**src/rtl/signal_head_driver_pkg.sv**
```systemverilog
// Shared encodings for the traffic_light -> signal_head_driver interface:
// colors, one-hot actions, fault codes, driver states and the color/action pairing rules.
package traffic_pkg;

  typedef enum logic [1:0] {
    COLOR_RED     = 2'b00,
    COLOR_GREEN   = 2'b01,
    COLOR_YELLOW  = 2'b10,
    COLOR_ILLEGAL = 2'b11
  } color_e;

  localparam logic [2:0] ACT_STOP    = 3'b001;
  localparam logic [2:0] ACT_CAUTION = 3'b010;
  localparam logic [2:0] ACT_GO      = 3'b100;

  typedef enum logic [1:0] {
    FC_NONE     = 2'b00,
    FC_ILLEGAL  = 2'b01,
    FC_SEQUENCE = 2'b10,
    FC_MISMATCH = 2'b11
  } fault_code_e;

  typedef enum logic [1:0] {
    ST_INIT  = 2'b00,
    ST_RUN   = 2'b01,
    ST_FAULT = 2'b10
  } state_e;

  function automatic logic [2:0] expected_action(input color_e c);
    case (c)
      COLOR_RED:    return ACT_STOP;
      COLOR_GREEN:  return ACT_GO;
      COLOR_YELLOW: return ACT_CAUTION;
      default:      return 3'b000;
    endcase
  endfunction

  // The only color allowed to follow a given color.
  function automatic color_e legal_next(input color_e c);
    case (c)
      COLOR_RED:    return COLOR_GREEN;
      COLOR_GREEN:  return COLOR_YELLOW;
      COLOR_YELLOW: return COLOR_RED;
      default:      return COLOR_ILLEGAL;
    endcase
  endfunction

endpackage

```
**src/rtl/signal_head_driver_flash_gen.sv**
```systemverilog
// Square-wave phase generator for the fault flash; holds the on-phase while disabled
// so every enable rising edge starts with a full on half-period.
module flash_gen #(
  parameter int FLASH_HALF = 8
) (
  input  logic clk,
  input  logic reset,
  input  logic enable,
  output logic phase
);

  localparam logic [7:0] LAST_C = 8'(FLASH_HALF - 1);

  logic [7:0] cnt_q, cnt_d;
  logic       ph_q, ph_d;

  always_ff @(posedge clk) begin
    if (reset) begin
      cnt_q <= '0;
      ph_q  <= 1'b1;
    end else begin
      cnt_q <= cnt_d;
      ph_q  <= ph_d;
    end
  end

  always_comb begin
    cnt_d = cnt_q;
    ph_d  = ph_q;
    if (!enable) begin
      cnt_d = '0;
      ph_d  = 1'b1;
    end else if (cnt_q == LAST_C) begin
      cnt_d = '0;
      ph_d  = ~ph_q;
    end else begin
      cnt_d = cnt_q + 8'd1;
    end
  end

  assign phase = ph_q;

endmodule

```
**src/rtl/signal_head_driver.sv**
```systemverilog
// Lamp driver for one signal head: registers color/action, checks sequencing and encoding,
// and falls back to sticky flashing red on fault. Optional LAMP_CHANGE_CNT_EN adds change_cnt.
module signal_head_driver
  import traffic_pkg::*;
#(
  parameter int MIN_ON       = 4,
  parameter int FLASH_HALF   = 8,
  parameter int MISMATCH_LIM = 2
) (
  input  logic        clk,
  input  logic        reset,
  input  logic [1:0]  color,
  input  logic [2:0]  action,
  output logic        lamp_red,
  output logic        lamp_yellow,
  output logic        lamp_green,
  output logic        fault,
  output logic [1:0]  fault_code
`ifdef LAMP_CHANGE_CNT_EN
  ,
  output logic [15:0] change_cnt
`endif
);

  localparam logic [7:0] MIN_ON_C  = 8'(MIN_ON);
  localparam logic [3:0] MIS_LIM_C = 4'(MISMATCH_LIM);

  color_e      c_q;
  logic [2:0]  a_q;
  state_e      state_q, state_d;
  color_e      disp_q, disp_d;
  logic [7:0]  hold_q, hold_d;
  logic [3:0]  mis_q, mis_d;
  fault_code_e code_q, code_d;

  logic       illegal, changed, seqBad, misBad, changeOk;
  logic [3:0] misNext;
  logic       flashOn;

  always_ff @(posedge clk) begin
    if (reset) begin
      c_q     <= COLOR_RED;
      a_q     <= ACT_STOP;
      state_q <= ST_INIT;
      disp_q  <= COLOR_RED;
      hold_q  <= '0;
      mis_q   <= '0;
      code_q  <= FC_NONE;
    end else begin
      c_q     <= color_e'(color);
      a_q     <= action;
      state_q <= state_d;
      disp_q  <= disp_d;
      hold_q  <= hold_d;
      mis_q   <= mis_d;
      code_q  <= code_d;
    end
  end

  // Fault checks all look at the stage-1 sample against the color currently on display.
  always_comb begin
    illegal  = (c_q == COLOR_ILLEGAL);
    changed  = (c_q != disp_q);
    seqBad   = changed && ((c_q != legal_next(disp_q)) || (hold_q < MIN_ON_C));
    if (a_q != expected_action(c_q))
      misNext = (mis_q == 4'hF) ? mis_q : mis_q + 4'd1;
    else
      misNext = '0;
    misBad   = (misNext >= MIS_LIM_C);

    state_d  = state_q;
    disp_d   = disp_q;
    hold_d   = hold_q;
    mis_d    = mis_q;
    code_d   = code_q;
    changeOk = 1'b0;

    case (state_q)
      ST_INIT: begin
        if (c_q == COLOR_RED) begin
          state_d = ST_RUN;
          disp_d  = COLOR_RED;
          hold_d  = 8'd1;
          mis_d   = '0;
        end
      end
      ST_RUN: begin
        if (illegal) begin
          state_d = ST_FAULT;
          code_d  = FC_ILLEGAL;
        end else if (seqBad) begin
          state_d = ST_FAULT;
          code_d  = FC_SEQUENCE;
        end else if (misBad) begin
          state_d = ST_FAULT;
          code_d  = FC_MISMATCH;
        end else begin
          mis_d = misNext;
          if (changed) begin
            disp_d   = c_q;
            hold_d   = 8'd1;
            changeOk = 1'b1;
          end else if (hold_q < MIN_ON_C) begin
            hold_d = hold_q + 8'd1;
          end
        end
      end
      ST_FAULT: ;
      default: state_d = ST_FAULT;
    endcase
  end

  flash_gen #(.FLASH_HALF(FLASH_HALF)) u_flash (
    .clk    (clk),
    .reset  (reset),
    .enable (state_q == ST_FAULT),
    .phase  (flashOn)
  );

  // At most one lamp is ever driven; anything outside RUN shows red (steady or flashing).
  always_comb begin
    lamp_red    = 1'b0;
    lamp_yellow = 1'b0;
    lamp_green  = 1'b0;
    case (state_q)
      ST_INIT: lamp_red = 1'b1;
      ST_RUN: begin
        case (disp_q)
          COLOR_GREEN:  lamp_green  = 1'b1;
          COLOR_YELLOW: lamp_yellow = 1'b1;
          default:      lamp_red    = 1'b1;
        endcase
      end
      default: lamp_red = flashOn;
    endcase
  end

  assign fault      = (state_q == ST_FAULT);
  assign fault_code = code_q;

`ifdef LAMP_CHANGE_CNT_EN
  logic [15:0] cnt_q, cnt_d;

  always_comb begin
    cnt_d = cnt_q;
    if (changeOk && (cnt_q != 16'hFFFF))
      cnt_d = cnt_q + 16'd1;
  end

  always_ff @(posedge clk) begin
    if (reset) cnt_q <= '0;
    else       cnt_q <= cnt_d;
  end

  assign change_cnt = cnt_q;
`else
  logic unusedChangeOk;
  assign unusedChangeOk = changeOk;
`endif

endmodule

```
**config.mk**
```make
export PLATFORM = sky130hd
export DESIGN_NAME = signal_head_driver
export DESIGN_NICKNAME = d
export VERILOG_FILES = /design/src/rtl/signal_head_driver_pkg.sv /design/src/rtl/signal_head_driver_flash_gen.sv /design/src/rtl/signal_head_driver.sv
export SDC_FILE = /design/constraint.sdc
export NUM_CORES = 1
export LEC_CHECK = 0
export CELL_PAD_IN_SITES_DETAIL_PLACEMENT = 2
export CELL_PAD_IN_SITES_GLOBAL_PLACEMENT = 2
export CORE_ASPECT_RATIO = 1.1
export CORE_UTILIZATION = 34
export CTS_CLUSTER_DIAMETER = 40
export DETAILED_ROUTE_END_ITERATION = 16
export GPL_TIMING_DRIVEN = 0
export MAX_ROUTING_LAYER = met4
export PLACE_DENSITY_LB_ADDON = 0.1
export SLEW_MARGIN = 5
export SYNTH_ARGS = -nofsm -noshare
export SYNTH_HDL_FRONTEND = slang
export SYNTH_HIERARCHICAL = 1
export SYNTH_SLANG_ARGS = --single-unit
```
**constraint.sdc**
```tcl
create_clock -name clk -period 3.15 [get_ports clk]
set_input_delay 0.4725 -clock clk [delete_from_list [all_inputs] [get_ports clk]]
set_output_delay 0.4725 -clock clk [all_outputs]
set_load 0.005 [all_outputs]
```
After elaboration in Yosys (flattened, before gate mapping)
Cells that the tools add are included.
W data, S select, Z words.
{ "totals": {"ff_bits": 32, "latchBits": 0, "ramBits": 0, "mem_bits_ro": 0, "input_bits": 7, "output_inout_bits": 6, "elab_cells": 86, "memories": 0} }
{ "op_classes": {"n_addsub": 3, "mul": 0, "div_mod_pow": 0, "magnitude_cmp": 2, "eq_ne": 19, "shift": 0, "mux": 36, "bitwise_logic": 2, "n_reduce_logical": 15} }
{ "ops": {"columns": ["cell", "n"], "rows": [
  ["$mux W8", 6],
  ["$mux W2", 12],
  ["$mux W4", 6],
  ["$add A8 B1 Y8 const B", 2],
  ["$pmux W8 S2", 1],
  ["$pmux W2 S3", 2],
  ["$reduce_and A6 Y1", 2],
  ["$ne A2 B2 Y1 const B", 5],
  ["$pmux W3 S3", 1],
  ["$eq A2 B2 Y1 const B", 4],
  ["$eq A8 B3 Y1 const B", 1],
  ["$lt A8 B3 Y1 const B", 1],
  ["$pmux W4 S2", 1],
  ["$eq A2 B1 Y1 const B", 3],
  ["$logic_not A2 Y1", 3],
  ["$mux W1", 5],
  ["$reduce_and A5 Y1", 1],
  ["$add A4 B1 Y4 const B", 1],
  ["$eq A4 B4 Y1 const B", 1],
  ["$ge A4 B2 Y1 const B", 1],
  ["$ne A2 B2 Y1", 2],
  ["$ne A4 B4 Y1 const B", 1],
  ["$pmux W2 S2", 1],
  ["$reduce_or A2 Y1", 2],
  ["other kinds (11)", 12]
]} }

Logic depth before layout (Yosys ltp)
Gate-level depths: netlist of run 1.
{ "depth": {"depth_word": 9, "mapped_depth": 11, "depth_no_buf": 9} }

Hierarchy
The synthesis of run 1 kept the hierarchy.
{ "by_module_without_submodules": {"columns": ["mod", "instances", "cells_each", "area_each_um2", "seq_area_each_um2"], "rows": [
  ["signal_head_driver", 1, 138, 1152.4, 460.4],
  ["flash_gen", 1, 41, 386.6, 180.2]
]} }

Worst setup path after synthesis of run 1
OpenSTA, ideal clock, no wires.
{ "synth_timing": {"path_kind": "reg2reg", "from": "reg disp_q[0]", "to": "reg mis_q[0]", "setup_time_ps": 70, "arrival_ps": 2286, "required_time_ps": 3080, "setup_slack_ps": 794, "stages_incl_launch_ff": 11, "path_buffers": 1, "period_less_slack_ps": 2356, "path_cell_list": "dfxtp_1 > clkbuf_1 > inv_1 > ha_1 > inv_1 > a221oi_1 > nor2_1 > nor4_4 > nor2_2 > or4_1 > a21oi_1"} }
{ "synth_between": {"elab_chain_len": 7, "elab_cells_between_ends": 10, "cone_classes": "eq/ne: 5; mux: 1; reduce/logical: 4"} }
{ "synth_lines": {"columns": ["item", "line", "rtl"], "rows": [
  ["start, declared", "signal_head_driver.sv:31", "color_e disp_q, disp_d;"],
  ["start signal, assigned", "signal_head_driver.sv:53", "disp_q <= disp_d;"],
  ["$eq A2 B2 Y1, or another cell as far along", "signal_head_driver_pkg.sv:40", "case (c)"],
  ["$pmux W2 S3", "signal_head_driver_pkg.sv:40", null],
  ["$ne A2 B2 Y1", "signal_head_driver.sv:64", "seqBad = changed && ((c_q != legal_next(disp_q)) || (hold_q < MIN_ON_C));"],
  ["$logic_or A1 B1 Y1", "signal_head_driver.sv:64", null],
  ["$logic_and A1 B1 Y1 (*)", "signal_head_driver.sv:64", null],
  ["$ne A2 B2 Y1 (no line) (*)", null, null],
  ["$reduce_and A5 Y1 (no line) (*)", null, null],
  ["end signal, assigned", "signal_head_driver.sv:55", "mis_q <= mis_d;"],
  ["end, declared", "signal_head_driver.sv:33", "logic [3:0] mis_q, mis_d;"]
]} }
Mark *: on every way between the ends. The rest lies on a longest branch, timed or not.
A chain may end at the register's enable or synchronous reset.

Worst setup path in the final report of run 1
Ends and elaborated chain as after synthesis.

==> run_results.csv, run 1 <==
group,metric,value,unit
logic_synthesis,synth.avg_cell_area,8.598,um2
critical_path,rr_endpoint,"mis_q[0]",
placement,placed_area,1727,um2
clock_network,cts_made_buffers,5,
clock_network,clockBufferDepth,2,
timing,fin_worst_skew,0.004196,ns
global_routing,first_global_vias,1448,
hold_path,hold_depth,1,
clock_network,clock_sinks,32,
die,initial_core_util,35.65,%
logic_synthesis,syn_nets,191,
die,dieWidth,66.15,um
hold_path,worstHoldPathType,"reg -> reg",
global_routing,gr-total-overflow,0,
logic_synthesis,yosysTopAreaCellShare,41.63,%
clock_network,ctsRootBufferMaster,"clkbuf_8",
detailed_routing,drt_iter0_drc,43,
timing,slew_headroom,51.16,%
logic_synthesis,ys_seq_area_share,41.63,%
power,peakVddDrop,0.2711,mV
critical_path,cp_top_family,"simple AND/OR/NAND/NOR gates",
timing,setup_tns,0,ns
critical_path,crit_path_frequent_cell,"inv_1",
logic_synthesis,synth_area_leader_cell,"dfxtp_1",
hold_path,hold_end,"u_flash/cnt_q[0]",
detailed_routing,ant_nets,0,
critical_path,required,3.35,ns
global_routing,grt_use_total,19.28,%
timing,finalCritPeriodShare,89.21,%
timing,finalHoldViolations,0,
timing,timing.fmax,0.3559,GHz
detailed_routing,drc,0,
die,rows,25,
critical_path,crit_chain,"clkbuf_1 > inv_1 > ha_1 > inv_1 > a221oi_1 > nor2_1 > nor4_4 > nor2_2 > or4_1 > a21oi_1",
critical_path,critPathLaunchType,"register",
logic_synthesis,synth_area_leaders,"dfxtp_1 42%, nor2_1 4.6%, a21oi_1 4.6%",
global_routing,grt_antenna_before_repair,0,
layout,final_nets,210,
clock_network,clk_pin_slew,0.07,ns
hold_path,hold_path_startpoint,"u_flash/cnt_q[0]",
detailed_routing,num_vias,1339,
critical_path,reg2reg_slack,0.34,ns
critical_path,cp_slowest_cell,"or4_1",
logic_synthesis,syn-instance-count,179,
clock_network,cts_tree,"built",
outcome,status,"completed",
detailed_routing,via_per_inst,5.313,
detailed_routing,wire_per_inst,15.81,um
critical_path,worst-path-buf-inv,3,
layout,antennaDiodeCount,0,
clock_network,cts_max_level,2,
power,power_density,480.8,nW/um2
layout,syn2layout_area_growth,18.46,%
die,ios,13,
critical_path,end_kind,"register",
timing,setup_viol,0,
timing,drv_slew,0,
job,maxCapViolCount,0,
timing,period_minus_slack,2.810,ns
global_routing,grt_pass1_wl,6.679,mm
critical_path,cp.arrival,3.01,ns
logic_synthesis,netlist-cell-type-count,42,
layout,drive_gt1_share,11.62,%
clock_network,clk_latency,0.28,ns
die,die_h,72.56,um
placement,place_congestion,0.7185,
clock_network,cts_setup_buffers,0,
global_routing,grt_start_max_net_pins,11,
logic_synthesis,yosys_warnings,6,
power,cellLeakagePower,0.0006969,uW
die,die_area,4799,um2
placement,io_buffers,12,
logic_synthesis,ys_ff_latch,32,
timing,rsz0062_at_grt,"no",
logic_synthesis,synth-async-reset-ratio,0,%
placement,hpwl,3.056,mm
layout,final_core_util,42.23,%
critical_path,cp.depth,10,
logic_synthesis,synth_edf_count,0,
logic_synthesis,syn_area,1539,um2
clock_network,hold_buffers,0,
layout,final_cell_area,1823,um2
critical_path,r2r-start,"disp_q[0]",
timing,worst_pin_slew,0.7259,ns
detailed_routing,dr.pass1.iters,4,
die,coreArea,4317,um2
power,p_total,876.5,uW
critical_path,worstPathMaxFanout,10,
detailed_routing,drt-total-wl,3.984,mm
critical_path,reg2reg_depth,10,
critical_path,worstSetupPathType,"reg -> reg",
logic_synthesis,yosys_most_used_dff,"dfxtp_1",
critical_path,cpPeakStageDelay,0.55,ns
clock_network,post_cts_resized,0,
cell type report:
| cell class | count | area [um2] |
|---|---|---|
| Fill cell | 501 | 2494 |
| Buffer | 7 | 36.28 |
| Sequential cell | 32 | 640.6 |
| Multi-Input combinational cell | 131 | 828.3 |
| Clock buffer | 7 | 96.34 |
| Timing Repair Buffer | 12 | 120.1 |
| Inverter | 9 | 33.78 |
| Tap cell | 54 | 67.56 |
sequential cells by signal (all words and copies together) (netlist names):
signal,count
mis_q,4
c_q,2
state_q,2
hold_q,8
fault_code,2
a_q,3
disp_q,2
u_flash/cnt_q,8
u_flash/phase,1
cells in the final DEF, fill, tap and decap left out, types with 2 or more instances in the layout:
| master | count |
|---|---|
| nand2_1 | 14 |
| and3_1 | 5 |
| nand4_1 | 2 |
| or2_2 | 5 |
| inv_1 | 9 |
| dfxtp_1 | 32 |
| nand3_1 | 8 |
| clkbuf_1 | 4 |
| a21oi_1 | 14 |
| and2_1 | 4 |
| o21ai_0 | 7 |
| clkbuf_8 | 7 |
| a31oi_1 | 2 |
| xor2_1 | 6 |
| nor2b_1 | 6 |
| clkdlybuf4s50_1 | 12 |
| nor2_1 | 19 |
| buf_2 | 2 |
| or4_1 | 2 |
| a221oi_1 | 2 |
| or3_1 | 3 |
| ha_1 | 5 |
| nand2b_1 | 4 |
| nor3_1 | 4 |
synth_stat cells, drive strengths merged, types with 5 or more instances:
cell type,n
dfxtp,32
nor2,20
a21oi,14
nand2,14
inv,9
nand3,8
o21ai,7
nor2b,6
or2,6
xor2,6
and3,5
ha,5
power breakdown:
| part | total [uW] | switching [uW] | internal [uW] |
|---|---|---|---|
| logic | 108 | 63.4 | 44.7 |
| clock network | 342 | 148 | 195 |
| registers | 426 | 10.1 | 416 |
| total | 877 | 221 | 655 |
worst register-to-register path, stage by stage (launching register included):
cell and delay [ns]:
dfxtp_1 0.33, clkbuf_1 0.31, inv_1 0.09, ha_1 0.31, inv_1 0.07, a221oi_1 0.21, nor2_1 0.15, nor4_4 0.36
nor2_2 0.17, or4_1 0.55, a21oi_1 0.17
cells by family after synthesis:
family                   count (synthesis)  share of synthesized area [%]
AO/OA/AOI/OAI                           34                          15.20
adder cells (fa/ha/maj)                  5                          4.065
flip-flops                              32                          41.63
buffers and inverters                   16                          4.552
XOR/XNOR                                 6                          3.415
AND/OR/NAND/NOR                         86                          31.14
stage by stage:
step / setup slack (ns) / hold slack, ns / std cells
4_1_cts: 0.2740 / 0.4601 / 252
3_5_place_dp: 0.3034 / 0.4497 / 245
6_report: 0.3400 / 0.4537 / 252
2_1_floorplan: 0.7940 / 0.4175 / 179
5_1_grt: 0.03077 / 0.4816 / 252
3_3_place_gp: 0.4871 / 0.4279 / 245
worst max-delay path by stage:
stage | slack, ns | to | start
final | 0.34 | mis_q[0] | disp_q[0]
after global placement | 0.49 | hold_q[2] | hold_q[2]
after floorplan | 0.79 | mis_q[0] | disp_q[0]
after global routing | 0.03 | hold_q[2] | hold_q[2]
after detailed placement | 0.30 | hold_q[7] | disp_q[0]
after CTS | 0.27 | hold_q[2] | hold_q[2]
metal layers:
| metal | up-vias | global-route usage [%] | wire length, um | part of all wire [%] |
|---|---|---|---|---|
| li1 | 661 | - | - | - |
| met1 | 647 | 22.30 | 1825 | 46 |
| met4 | 0 | 8.511 | 96 | 2.4 |
| met3 | 9 | 4.088 | 116 | 2.9 |
| met5 | - | - | 0 | 0 |
| met2 | 22 | 31.86 | 1945 | 49 |
Power figures use the tool's default switching activity.
==> run 2: changes to the inputs <==
CORE_UTILIZATION = 33   (was 34)
CTS_CLUSTER_SIZE = 24   (was default)
REMOVE_ABC_BUFFERS = 1   (was default)
==> run_results.csv, run 2 (synthesis results as in run 1) <==
group,metric,value,unit
timing,setup_tns,0,ns
clock_network,post_cts_resized,0,
timing,finalHoldViolations,0,
critical_path,worstPathMaxFanout,10,
layout,final_nets,203,
detailed_routing,dr.pass1.iters,3,
die,initial_core_util,35.14,%
layout,fillCellCount,490,
hold_path,hold_depth,1,
detailed_routing,wire_per_inst,16.04,um
detailed_routing,drc,0,
timing,timing.fmax,0.3634,GHz
global_routing,gr-total-overflow,0,
global_routing,grt_start_max_net_pins,16,
clock_network,ctsRootBufferMaster,"clkbuf_8",
clock_network,clock_sinks,32,
global_routing,grt_antenna_before_repair,0,
timing,period_minus_slack,2.752,ns
detailed_routing,drt-total-wl,3.931,mm
placement,place_congestion,0.7310,
critical_path,cp.arrival,2.96,ns
power,cellLeakagePower,0.0006764,uW
timing,worst_pin_slew,0.7952,ns
timing,drv_slew,0,
layout,final_core_util,40.80,%
global_routing,grt_use_total,18.97,%
die,dieWidth,67.11,um
critical_path,critPathLaunchType,"register",
detailed_routing,ant_nets,0,
detailed_routing,via_per_inst,5.355,
critical_path,required,3.36,ns
timing,finalCritPeriodShare,87.35,%
global_routing,grt_pass1_wl,6.610,mm
timing,slew_headroom,46.50,%
die,die_h,73.63,um
clock_network,cts_max_level,2,
clock_network,cts_tree,"built",
clock_network,clk_pin_slew,0.07,ns
layout,layout_commonest_cell,"dfxtp_1",
global_routing,grtUsageMet2,30.11,%
global_routing,grt_use_met1,22.77,%
global_routing,first_global_vias,1405,
layout,finalNonFillerCells,245,
die,coreArea,4379,um2
clock_network,hold_buffers,0,
layout,syn2layout_area_growth,16.10,%
layout,final_cell_mix,"32 x dfxtp_1, 19 x nor2_1, 14 x nand2_1, 14 x a21oi_1, 12 x clkdlybuf4s50_1",
detailed_routing,drt_iter0_drc,31,
layout,reg_top3,"hold_q x8, u_flash/cnt_q x8, mis_q x4",
power,peakVddDrop,0.1847,mV
die,ios,13,
clock_network,cts_setup_buffers,0,
global_routing,grtUsageMet3,4.658,%
clock_network,cts_made_buffers,5,
critical_path,end_kind,"register",
hold_path,worstHoldPathType,"reg -> reg",
global_routing,top_usage_layer,"met2",
detailed_routing,num_vias,1312,
layout,layout.area.seq,640.6,um2
die,rows,25,
critical_path,worstSetupPathType,"reg -> reg",
placement,io_buffers,12,
layout,multi_input_area,828.3,um2
critical_path,reg2reg_depth,7,
timing,fin_worst_skew,0.006304,ns
clock_network,clk_latency,0.28,ns
placement,hpwl,2.955,mm
power,power_density,486.2,nW/um2
die,die_area,4941,um2
clock_network,clockBufferDepth,2,
placement,dp_cells,238,
outcome,status,"completed",
timing,rsz0062_at_grt,"no",
job,maxCapViolCount,0,
layout,drive_gt1_share,10.47,%
layout,antennaDiodeCount,0,
timing,setup_viol,0,
run 2: cell type report:
| type | instances | share of cell area (%) |
|---|---|---|
| multi-input combinational | 131 | 46.36 |
| sequential | 32 | 35.85 |
| timing repair buffer | 12 | 6.723 |
| clock buffer | 7 | 5.392 |
| tap | 54 | 3.782 |
| inverter | 9 | 1.891 |
run 2: metrics by stage:
step                power [uW]  hold slack, ns  instance area (um2)  setup WS [ns]
floorplan                497.0          0.4175                 1503         0.8721
global placement         529.6          0.4266                 1690         0.5107
detailed placement       535.4          0.4665                 1690         0.4157
CTS                      881.6          0.4780                 1787         0.4008
global route             913.1          0.4857                 1787        0.07349
finish                   868.7          0.4655                 1787         0.3984
run 2: power by group:
part / internal, uW / switching, uW / leakage, uW
sequential: 416 / 13.1 / 0.000260
clock: 194 / 148 / 0.0000503
combinational: 40.6 / 56.2 / 0.000366
total: 651 / 217 / 0.000676
run 2: final timing paths:
path	endpoint	slack, ns	start
min reg2reg	u_flash/cnt_q[0]	0.47	u_flash/cnt_q[0]
min	u_flash/cnt_q[0]	0.47	u_flash/cnt_q[0]
max reg2reg	hold_q[2]	0.40	hold_q[2]
max	hold_q[2]	0.40	hold_q[2]
run 2: critical path, stage by stage, from the launching register on:
cell and delay (ns):
dfxtp_1 0.32, nor4_1 0.71, a221oi_1 0.20, nor3_1 0.46, nor4_4 0.12, nor2_2 0.40, o21ai_0 0.28, a21oi_1 0.18
run 2: per-layer routing:
metal / wire length [um] / up-vias
met5: 0 / -
met4: 44 / 0
met3: 88 / 5
met2: 1927 / 13
met1: 1870 / 648
li1: - / 646
